**src/rtl/cpu_mem_bridge_if.sv**
```systemverilog
// cpu_mem_bridge_if: 6502 core bus plus memc request/status signals.
// master = core and memc side, slave = bridge side.
interface cpu_mem_bridge_if #(
    parameter int unsigned ADDR_W = 16,
    parameter int unsigned DATA_W = 8
);
    // Core side
    logic              cpu_valid;
    logic              cpu_rw;
    logic [ADDR_W-1:0] cpu_addr;
    logic [DATA_W-1:0] cpu_dout;
    logic              rdy;
    logic [DATA_W-1:0] cpu_din;
    logic              cpu_resp;
    logic              cpu_timeout;
    logic              fault;
    // memc side
    logic [ADDR_W-1:0] mem_addr;
    logic [DATA_W-1:0] mem_wdata;
    logic              mem_read_en;
    logic              mem_write_en;
    logic              mem_busy;
    logic [DATA_W-1:0] mem_rdata;
    logic              mem_error;

    modport master (
        output cpu_valid, cpu_rw, cpu_addr, cpu_dout,
        output mem_busy, mem_rdata, mem_error,
        input  rdy, cpu_din, cpu_resp, cpu_timeout, fault,
        input  mem_addr, mem_wdata, mem_read_en, mem_write_en
    );

    modport slave (
        input  cpu_valid, cpu_rw, cpu_addr, cpu_dout,
        input  mem_busy, mem_rdata, mem_error,
        output rdy, cpu_din, cpu_resp, cpu_timeout, fault,
        output mem_addr, mem_wdata, mem_read_en, mem_write_en
    );
endinterface

```
**src/rtl/cpu_mem_bridge.sv**
```systemverilog
// cpu_mem_bridge: turns 6502 core bus cycles into single memc requests, one
// at a time, after memc BIST completes; a memc BIST error becomes a sticky
// fault that stalls the core until reset.
// Build macro BRIDGE_TIMEOUT_EN: bounds WAIT to TIMEOUT_CYCLES cycles and
// completes a stuck access with cpu_timeout=1 and all-ones read data.
module cpu_mem_bridge #(
    parameter int unsigned ADDR_W         = 16,
    parameter int unsigned DATA_W         = 8,
    parameter int unsigned TIMEOUT_CYCLES = 255
) (
    input  logic            clk,
    input  logic            reset,
    cpu_mem_bridge_if.slave bus
);

    typedef enum logic [5:0] {
        S_INIT  = 6'b000001,
        S_IDLE  = 6'b000010,
        S_ISSUE = 6'b000100,
        S_WAIT  = 6'b001000,
        S_RESP  = 6'b010000,
        S_FAULT = 6'b100000
    } state_e;

    state_e            state_q, state_d;
    logic              req_rw_q, req_rw_d;
    logic [ADDR_W-1:0] req_addr_q, req_addr_d;
    logic [DATA_W-1:0] req_data_q, req_data_d;
    logic              wait_first_q, wait_first_d;
    logic              rdy_q, rdy_d;
    logic [DATA_W-1:0] cpu_din_q, cpu_din_d;
    logic              cpu_resp_q, cpu_resp_d;
    logic              fault_q, fault_d;
    logic [ADDR_W-1:0] mem_addr_q, mem_addr_d;
    logic [DATA_W-1:0] mem_wdata_q, mem_wdata_d;
    logic              mem_read_en_q, mem_read_en_d;
    logic              mem_write_en_q, mem_write_en_d;
`ifdef BRIDGE_TIMEOUT_EN
    localparam int unsigned      CNT_W    = $clog2(TIMEOUT_CYCLES + 1);
    localparam logic [CNT_W-1:0] CNT_LAST = CNT_W'(TIMEOUT_CYCLES - 1);
    logic [CNT_W-1:0]  wait_cnt_q, wait_cnt_d;
    logic              cpu_timeout_q, cpu_timeout_d;
`endif

    // Next-state and registered-output decode.
    always_comb begin
        state_d        = state_q;
        req_rw_d       = req_rw_q;
        req_addr_d     = req_addr_q;
        req_data_d     = req_data_q;
        wait_first_d   = 1'b0;
        cpu_din_d      = cpu_din_q;
        mem_addr_d     = mem_addr_q;
        mem_wdata_d    = mem_wdata_q;
        mem_read_en_d  = 1'b0;
        mem_write_en_d = 1'b0;
`ifdef BRIDGE_TIMEOUT_EN
        wait_cnt_d     = wait_cnt_q;
        cpu_timeout_d  = 1'b0;
`endif
        unique case (state_q)
            S_INIT: begin
                if (bus.mem_error)      state_d = S_FAULT;
                else if (!bus.mem_busy) state_d = S_IDLE;
            end
            S_IDLE: begin
                if (bus.mem_error) begin
                    state_d = S_FAULT;
                end else if (bus.cpu_valid) begin
                    req_rw_d   = bus.cpu_rw;
                    req_addr_d = bus.cpu_addr;
                    req_data_d = bus.cpu_dout;
                    state_d    = S_ISSUE;
                    // Fire straight away so the enable is visible in the first ISSUE cycle.
                    if (!bus.mem_busy) begin
                        mem_read_en_d  = bus.cpu_rw;
                        mem_write_en_d = !bus.cpu_rw;
                        mem_addr_d     = bus.cpu_addr;
                        mem_wdata_d    = bus.cpu_dout;
                    end
                end
            end
            S_ISSUE: begin
                if (bus.mem_error) begin
                    state_d = S_FAULT;
                end else if (mem_read_en_q || mem_write_en_q) begin
                    state_d      = S_WAIT;
                    wait_first_d = 1'b1;
`ifdef BRIDGE_TIMEOUT_EN
                    wait_cnt_d   = '0;
`endif
                end else if (!bus.mem_busy) begin
                    mem_read_en_d  = req_rw_q;
                    mem_write_en_d = !req_rw_q;
                    mem_addr_d     = req_addr_q;
                    mem_wdata_d    = req_data_q;
                end
            end
            S_WAIT: begin
`ifdef BRIDGE_TIMEOUT_EN
                wait_cnt_d = wait_cnt_q + CNT_W'(1);
`endif
                if (bus.mem_error) begin
                    state_d = S_FAULT;
                end else if (!wait_first_q && !bus.mem_busy) begin
                    state_d = S_RESP;
                    if (req_rw_q) cpu_din_d = bus.mem_rdata;
                end
`ifdef BRIDGE_TIMEOUT_EN
                else if (wait_cnt_q == CNT_LAST) begin
                    state_d       = S_RESP;
                    cpu_timeout_d = 1'b1;
                    cpu_din_d     = '1;
                end
`endif
            end
            S_RESP: begin
                state_d = bus.mem_error ? S_FAULT : S_IDLE;
            end
            S_FAULT: begin
                state_d = S_FAULT;
            end
            default: begin
                state_d = S_INIT;
            end
        endcase
        rdy_d      = (state_d == S_IDLE);
        cpu_resp_d = (state_d == S_RESP);
        fault_d    = (state_d == S_FAULT);
    end

    // State and output registers.
    always_ff @(posedge clk or negedge reset) begin
        if (!reset) begin
            state_q        <= S_INIT;
            req_rw_q       <= 1'b0;
            req_addr_q     <= '0;
            req_data_q     <= '0;
            wait_first_q   <= 1'b0;
            rdy_q          <= 1'b0;
            cpu_din_q      <= '0;
            cpu_resp_q     <= 1'b0;
            fault_q        <= 1'b0;
            mem_addr_q     <= '0;
            mem_wdata_q    <= '0;
            mem_read_en_q  <= 1'b0;
            mem_write_en_q <= 1'b0;
`ifdef BRIDGE_TIMEOUT_EN
            wait_cnt_q     <= '0;
            cpu_timeout_q  <= 1'b0;
`endif
        end else begin
            state_q        <= state_d;
            req_rw_q       <= req_rw_d;
            req_addr_q     <= req_addr_d;
            req_data_q     <= req_data_d;
            wait_first_q   <= wait_first_d;
            rdy_q          <= rdy_d;
            cpu_din_q      <= cpu_din_d;
            cpu_resp_q     <= cpu_resp_d;
            fault_q        <= fault_d;
            mem_addr_q     <= mem_addr_d;
            mem_wdata_q    <= mem_wdata_d;
            mem_read_en_q  <= mem_read_en_d;
            mem_write_en_q <= mem_write_en_d;
`ifdef BRIDGE_TIMEOUT_EN
            wait_cnt_q     <= wait_cnt_d;
            cpu_timeout_q  <= cpu_timeout_d;
`endif
        end
    end

    assign bus.rdy          = rdy_q;
    assign bus.cpu_din      = cpu_din_q;
    assign bus.cpu_resp     = cpu_resp_q;
    assign bus.fault        = fault_q;
    assign bus.mem_addr     = mem_addr_q;
    assign bus.mem_wdata    = mem_wdata_q;
    assign bus.mem_read_en  = mem_read_en_q;
    assign bus.mem_write_en = mem_write_en_q;
`ifdef BRIDGE_TIMEOUT_EN
    assign bus.cpu_timeout  = cpu_timeout_q;
`else
    assign bus.cpu_timeout  = 1'b0;
    // The timeout budget only has meaning when the timeout feature is built in.
    if (TIMEOUT_CYCLES == 0) begin : g_timeout_unused
    end
`endif

endmodule

```
**src/flat_wrapper.sv**
```systemverilog
// flat-port wrapper written by rule: the top's interface ports become plain ports
module cpu_mem_bridge_flat 
#(
    parameter int unsigned ADDR_W         = 16,
    parameter int unsigned DATA_W         = 8,
    parameter int unsigned TIMEOUT_CYCLES = 255
)
  (clk, reset, bus_cpu_valid, bus_cpu_rw, bus_cpu_addr, bus_cpu_dout, bus_mem_busy, bus_mem_rdata, bus_mem_error, bus_rdy, bus_cpu_din, bus_cpu_resp, bus_cpu_timeout, bus_fault, bus_mem_addr, bus_mem_wdata, bus_mem_read_en, bus_mem_write_en);
  cpu_mem_bridge_if #(.ADDR_W(ADDR_W), .DATA_W(DATA_W)) bus_i ();
  input  logic clk;
  input  logic reset;
  input wire logic [$bits(bus_i.cpu_valid)-1:0] bus_cpu_valid;
  input wire logic [$bits(bus_i.cpu_rw)-1:0] bus_cpu_rw;
  input wire logic [$bits(bus_i.cpu_addr)-1:0] bus_cpu_addr;
  input wire logic [$bits(bus_i.cpu_dout)-1:0] bus_cpu_dout;
  input wire logic [$bits(bus_i.mem_busy)-1:0] bus_mem_busy;
  input wire logic [$bits(bus_i.mem_rdata)-1:0] bus_mem_rdata;
  input wire logic [$bits(bus_i.mem_error)-1:0] bus_mem_error;
  output wire logic [$bits(bus_i.rdy)-1:0] bus_rdy;
  output wire logic [$bits(bus_i.cpu_din)-1:0] bus_cpu_din;
  output wire logic [$bits(bus_i.cpu_resp)-1:0] bus_cpu_resp;
  output wire logic [$bits(bus_i.cpu_timeout)-1:0] bus_cpu_timeout;
  output wire logic [$bits(bus_i.fault)-1:0] bus_fault;
  output wire logic [$bits(bus_i.mem_addr)-1:0] bus_mem_addr;
  output wire logic [$bits(bus_i.mem_wdata)-1:0] bus_mem_wdata;
  output wire logic [$bits(bus_i.mem_read_en)-1:0] bus_mem_read_en;
  output wire logic [$bits(bus_i.mem_write_en)-1:0] bus_mem_write_en;
  assign bus_i.cpu_valid = bus_cpu_valid;
  assign bus_i.cpu_rw = bus_cpu_rw;
  assign bus_i.cpu_addr = bus_cpu_addr;
  assign bus_i.cpu_dout = bus_cpu_dout;
  assign bus_i.mem_busy = bus_mem_busy;
  assign bus_i.mem_rdata = bus_mem_rdata;
  assign bus_i.mem_error = bus_mem_error;
  assign bus_rdy = bus_i.rdy;
  assign bus_cpu_din = bus_i.cpu_din;
  assign bus_cpu_resp = bus_i.cpu_resp;
  assign bus_cpu_timeout = bus_i.cpu_timeout;
  assign bus_fault = bus_i.fault;
  assign bus_mem_addr = bus_i.mem_addr;
  assign bus_mem_wdata = bus_i.mem_wdata;
  assign bus_mem_read_en = bus_i.mem_read_en;
  assign bus_mem_write_en = bus_i.mem_write_en;
  cpu_mem_bridge #(.ADDR_W(ADDR_W), .DATA_W(DATA_W), .TIMEOUT_CYCLES(TIMEOUT_CYCLES)) u_core (.clk(clk), .reset(reset), .bus(bus_i));
endmodule
```
**config.mk**
```make
export PLATFORM = sky130hd
export DESIGN_NAME = cpu_mem_bridge_flat
export DESIGN_NICKNAME = d
export VERILOG_FILES = /design/src/rtl/cpu_mem_bridge_if.sv /design/src/rtl/cpu_mem_bridge.sv /design/src/flat_wrapper.sv
export SDC_FILE = /design/constraint.sdc
export NUM_CORES = 1
export LEC_CHECK = 0
export ABC_AREA = 1
export CAP_MARGIN = 20
export CORE_UTILIZATION = 46
export CTS_BUF_LIST = sky130_fd_sc_hd__clkbuf_16
export DETAILED_ROUTE_END_ITERATION = 10
export PLACE_DENSITY = 0.77
export SETUP_SLACK_MARGIN = 0.15
export SLEW_MARGIN = 20
export SYNTH_ARGS = -nofsm -noshare
export SYNTH_HDL_FRONTEND = slang
export SYNTH_SLANG_ARGS = --single-unit
export TNS_END_PERCENT = 10
```
**constraint.sdc**
```tcl
create_clock -name clk -period 4.1 [get_ports clk]
set_clock_uncertainty 0.1 [all_clocks]
set_input_delay 1.025 -clock clk [delete_from_list [all_inputs] [get_ports clk]]
set_output_delay 1.025 -clock clk [all_outputs]
set_load 0.05 [all_outputs]
```
## Word-level counts from Yosys, hierarchy flattened

Cells that the tools add are included.

| storage, ports and cells | value |
|---|---|
| flip-flop bits (word level) | 69 |
| output and inout bits | 38 |
| memory bits (writable) | 0 |
| memories kept | 0 |
| logic and storage cells | 80 |
| input port bits | 38 |
| latch bits | 0 |
| ROM bits | 0 |

| cells by class | value |
|---|---|
| equality and inequality tests | 15 |
| muxes and demuxes | 41 |
| shifts and indexed selects | 0 |
| divide/modulo/power cells | 0 |
| $add $sub $neg | 0 |
| bitwise gates (word level) | 1 |
| multiply operators | 0 |
| reductions and logical operators | 10 |
| magnitude comparators | 0 |

Operator list:

| cell | number |
|---|---|
| $mux W16 | 6 |
| $mux W6 | 9 |
| $mux W8 | 6 |
| $pmux W6 S6 | 1 |
| $pmux W16 S2 | 1 |
| $pmux W8 S2 | 1 |
| $mux W1 | 15 |
| $eq A6 B2 Y1 const B | 2 |
| $eq A6 B5 Y1 const B | 2 |
| $eq A6 B6 Y1 const B | 2 |
| $ne A2 B2 Y1 const B | 6 |
| $reduce_and A7 Y1 | 1 |
| $eq A6 B1 Y1 const B | 1 |
| $eq A6 B3 Y1 const B | 1 |
| $eq A6 B4 Y1 const B | 1 |
| $logic_not A1 Y1 | 4 |
| $pmux W1 S2 | 2 |
| $reduce_and A4 Y1 | 1 |
| $reduce_and A3 Y1 | 1 |
| $reduce_bool A2 Y1 | 1 |
| $logic_and A1 B1 Y1 | 1 |
| $logic_or A1 B1 Y1 | 1 |
| $not A1 Y1 | 1 |

## Logic depth before layout (Yosys ltp)

| depth | value |
|---|---|
| depth in word-level cells | 6 |
| mapped depth | 9 |
| mapped depth without buffers | 8 |

## Worst setup path after synthesis

No wires, ideal clock.

| timing path | value |
|---|---|
| path type | input -> register |
| start | input bus_cpu_valid |
| end | register u_core.mem_addr_q[15] (netlist: u_core.bus.mem_addr[15]) |
| buffers on the path | 1 |
| slack | 2,099 ps |
| required time | 3,879 ps |
| cell stages on the path | 9 |
| data arrival time | 1,780 ps |
| library setup time | 121 ps |
| cells stage by stage | inv_1 > nor2_1 > inv_1 > nor2_8 > nor2_8 > clkinv_4 > buf_6 > nand3_1 > nand2_1 |

| between the ends | value |
|---|---|
| word-level cells in the longest chain between the ends | 2 |

Ends and longest elaborated chain:

| element | line | text |
|---|---|---|
| from (decl) | flat_wrapper.sv:12 | `input wire logic [$bits(bus_i.cpu_valid)-1:0] bus_cpu_valid;` |
| $ne A2 B2 Y1 (no line) | - |  |
| $reduce_and A7 Y1 (no line) | - |  |
| to (signal assigned) | cpu_mem_bridge.sv:162 | `mem_addr_q <= mem_addr_d;` |
| to (decl) | cpu_mem_bridge.sv:34 | `logic [ADDR_W-1:0] mem_addr_q, mem_addr_d;` |

Every way passes these cells.
A chain may end at the register's enable or synchronous reset.

## Worst setup path after layout

| timing path | value |
|---|---|
| start | input bus_mem_error |
| end | register u_core.mem_addr_q[12] (netlist: u_core.bus.mem_addr[12]) |

| between the ends | value |
|---|---|
| word-level cells in the longest chain between the ends | 2 |
| elaborated cells between the ends (all ways) | 3 |
| those cells by class | 2 x eq/ne; 1 x reduce/logical |

Ends and longest elaborated chain:

| element | line | text |
|---|---|---|
| from (decl) | flat_wrapper.sv:18 | `input wire logic [$bits(bus_i.mem_error)-1:0] bus_mem_error;` |
| $ne A2 B2 Y1 (no line) | - |  |
| $reduce_and A7 Y1 (no line) * | - |  |

Every way passes the cells marked *; elsewhere a longest branch is shown, timed or not.

==> results.sh <==
export IMPL_boundaryPins=76
export IMPL_status="completed"
export IMPL_fin_setup_tns_ps=0
export IMPL_cts_hold_buf=0
export IMPL_p_switching_mw=1.031
export IMPL_clkSinkCount=69
export IMPL_cts_tree="built"
export IMPL_hold_slack_ps=378.4
export IMPL_n_fill_cell=643
export IMPL_synth_avg_cell_area_sq_um=8.515
export IMPL_hold_viol_final=0
export IMPL_final_layout_size_suffix_gt1_share_pct=10.06
export IMPL_multi_input_area_sq_um=1371
export IMPL_rr_startpoint="u_core.state_q[0]"
export IMPL_clkPwrFrac_pct=26.4
export IMPL_gp_congestion=0.9248
export IMPL_maxSlewViolCount=0
export IMPL_powerDensity_nw_per_um2=607.1
export IMPL_grt_pass1_wl_um=12840
export IMPL_die_area_sq_um=8055
export IMPL_hold_depth=1
export IMPL_die_h_um=89.75
export IMPL_initial_core_util_pct=48.32
export IMPL_arrival_ps=2970
export IMPL_ir_worst_vdd_uv=259.2
export IMPL_grt_antenna_before_repair=0
export IMPL_die_w_um=89.75
export IMPL_cts_made_buffers=9
export IMPL_worst_pin_slew_ps=838.6
export IMPL_drtPass1Iterations=4
export IMPL_reg2reg_to="u_core.bus.mem_addr[12]"
export IMPL_routed_wl_um=7510
export IMPL_ant_nets=0
export IMPL_setup_violations=0
export IMPL_post_cts_setup_buffers=0
export IMPL_critPathMaxStageDelay_ps=500
export IMPL_cts_resized=0
export IMPL_dp_hpwl_um=5185
export IMPL_cp_cell_sequence="clkdlybuf4s50_1 > inv_1 > nand2_1 > nand4_1 > inv_1 > nor2_4 > nand3_1 > nand2_1"
export IMPL_fmax_mhz=355.7
export IMPL_fin_crit_sh_pct=68.56
export IMPL_pwr_share_comb_pct=36.8
export IMPL_reg2reg_depth=7
export IMPL_p_int_mw=1.731
export IMPL_period_minus_slack_ps=2811
export IMPL_min_from="u_core.req_rw_q"
export IMPL_min_path_type="flop to flop"
export IMPL_synth_distinct_cells=29
export IMPL_wire_per_inst_um=12.82
export IMPL_num_nets_final=521
export IMPL_syn_inst=416
export IMPL_drc=0
export IMPL_seq_area_sq_um=1728
export IMPL_critPathMaxFanout=24
export IMPL_r2r_setup_slack_ps=1740
export IMPL_p_sw_share_pct=37.32
export IMPL_p_leak_nw=2.218
export IMPL_cap_viol_max_count=0
export IMPL_hold_end="u_core.bus.mem_write_en"
export IMPL_grt_pass1_vias=2857
export IMPL_gr_total_overflow=0
export IMPL_clk_pin_slew_worst_paths_ps=50
export IMPL_crit_required_ps=4260
export IMPL_max_slew_margin_pct=44.09
export IMPL_grt_start_max_net_pins=51
export IMPL_synth_seq_cells=69
export IMPL_io_buffers=74
export IMPL_dr_first_iter_drc_count=146
export IMPL_grt_total_usage_pct=19.87
export IMPL_areaGrowthSynthToFinish_pct=28.40
export IMPL_cts_root_buffer="clkbuf_16"
export IMPL_seqPwrFrac_pct=36.8
export IMPL_vias=2931
export IMPL_rows=31
export IMPL_cp_start_kind="input pin"
export IMPL_cts_max_path_buffers=2
export IMPL_vias_per_cell=5.002
export IMPL_worst_skew_pair_late_latency_ps=330
export IMPL_yosysWarningCount=0
export IMPL_criticalPathCategory="input pin to flop"
export IMPL_ys_seq_area_share_pct=48.78
export IMPL_critPathSlowestCell="clkdlybuf4s50_1"
export IMPL_fin_util_pct=62.04
export IMPL_cts_max_level=3
export IMPL_syn_area_sq_um=3542
export IMPL_rsz0062_at_grt="false"
export IMPL_synth_nets=454
export IMPL_diodes=0
export IMPL_coreArea_sq_um=7331
export IMPL_end_kind="flop"
## logic make-up (layout without fill, tap and decap cells)
group / after synthesis / count (layout) / share of synthesized area, %
simple gates: 157 / 157 / 22.22
buf+inv: 96 / 167 / 12.50
compound gates: 93 / 93 / 16.39
flops: 69 / 69 / 48.78
other cells: 1 / 1 / 0.1059
## layout by cell type (no fill, tap or decap), types with 2 or more instances in the layout
cell,synthesis,routed
nand2_1,93,93
clkdlybuf4s50_1,0,73
inv_1,71,71
dfrtp_1,68,68
o21ai_0,51,51
nand3_1,30,30
o21bai_1,24,24
o21ai_2,12,12
nand4_1,11,11
clkbuf_16,0,9
nor2_1,8,8
nor2_8,3,3
nor2_2,3,3
inv_2,3,3
nand3_4,3,3
buf_4,5,3
nor2_4,2,2
a211oi_1,2,2
o22ai_1,2,2
nand2_2,2,2
clkinv_2,0,2
clkinv_1,0,2
## synth_stat cells
cell | count | share of area, %
nand4_2 | 1 | 0.35
clkbuf_2 | 1 | 0.14
clkinv_4 | 1 | 0.25
a211oi_1 | 2 | 0.42
nor2_1 | 8 | 0.85
buf_4 | 5 | 1.1
dfstp_2 | 1 | 0.74
nand3_4 | 3 | 1.5
nand3_1 | 30 | 4.2
nand3_2 | 1 | 0.28
o21ai_0 | 51 | 7.2
conb_1 | 1 | 0.11
nand4_1 | 11 | 1.9
nor2_2 | 3 | 0.53
buf_6 | 7 | 2.2
nor2_4 | 2 | 0.64
inv_2 | 3 | 0.32
nand2_1 | 93 | 9.9
inv_1 | 71 | 7.5
dfrtp_1 | 68 | 48
o21a_1 | 1 | 0.21
clkbuf_1 | 4 | 0.42
o21ai_1 | 1 | 0.14
o22ai_1 | 2 | 0.35
o21bai_1 | 24 | 5.1
o21ai_2 | 12 | 3.0
nor2_8 | 3 | 1.7
nand2_2 | 2 | 0.35
buf_2 | 4 | 0.57
## state kept, by name (all words and copies together) (netlist names), 6 cells and up
register              cells
u_core.req_data_q         8
u_core.state_q            6
u_core.req_addr_q        16
u_core.bus.mem_wdata      8
u_core.bus.cpu_din        8
u_core.bus.mem_addr      16
## power groups by stage
stage / registers, mW / clock network (mW) / logic, mW
2_1_floorplan: 1.34 / 0 / 0.364
4_1_cts: 1.02 / 0.748 / 1.02
6_report: 1.02 / 0.729 / 1.02
5_1_grt: 1.04 / 0.778 / 1.10
3_5_place_dp: 1.03 / 0 / 1.01
3_3_place_gp: 1.02 / 0 / 0.993
## worst max-delay path by stage
stage | startpoint | end | cells past startpoint
floorplan | bus_cpu_valid | u_core.bus.mem_addr[15] | 9
global placement | bus_mem_error | u_core.bus.mem_addr[12] | 8
detailed placement | bus_mem_error | u_core.bus.mem_wdata[3] | 7
CTS | bus_mem_error | u_core.bus.mem_addr[14] | 7
global route | bus_mem_error | u_core.bus.mem_addr[2] | 7
finish | bus_mem_error | u_core.bus.mem_addr[12] | 8
## critical path, delay by kind of cell
kind	cells	cell delay, ps
AND/OR/NAND/NOR	5	1040
buffers and inverters	3	900
## metal layers
layer / global-route usage (%) / vias to the layer above / part of all wire [%]
met5: 0 / - / 0
met4: 11.75 / 0 / 2.5
met3: 3.130 / 14 / 4.5
met2: 32.05 / 78 / 49
met1: 25.35 / 1381 / 44
li1: - / 1458 / -
## metrics by stage
step	power (mW)	instance area (sq um)	setup slack, ps	instances
final	2.761	4548	1289	586
after global routing	2.914	4548	1113	586
after CTS	2.788	4548	1310	586
after detailed placement	2.043	4268	966.2	571
after global placement	2.015	4268	1031	571
after floorplan	1.708	3542	2099	416
## cell type report
cell class	instances	area share [%]
tap	99	2.724
multi-input combinational	251	30.15
timing repair buffer	77	16.67
inverter	75	6.300
clock buffer	9	4.952
sequential	69	37.99
clock inverter	6	1.210
Power figures use the tool's default switching activity.
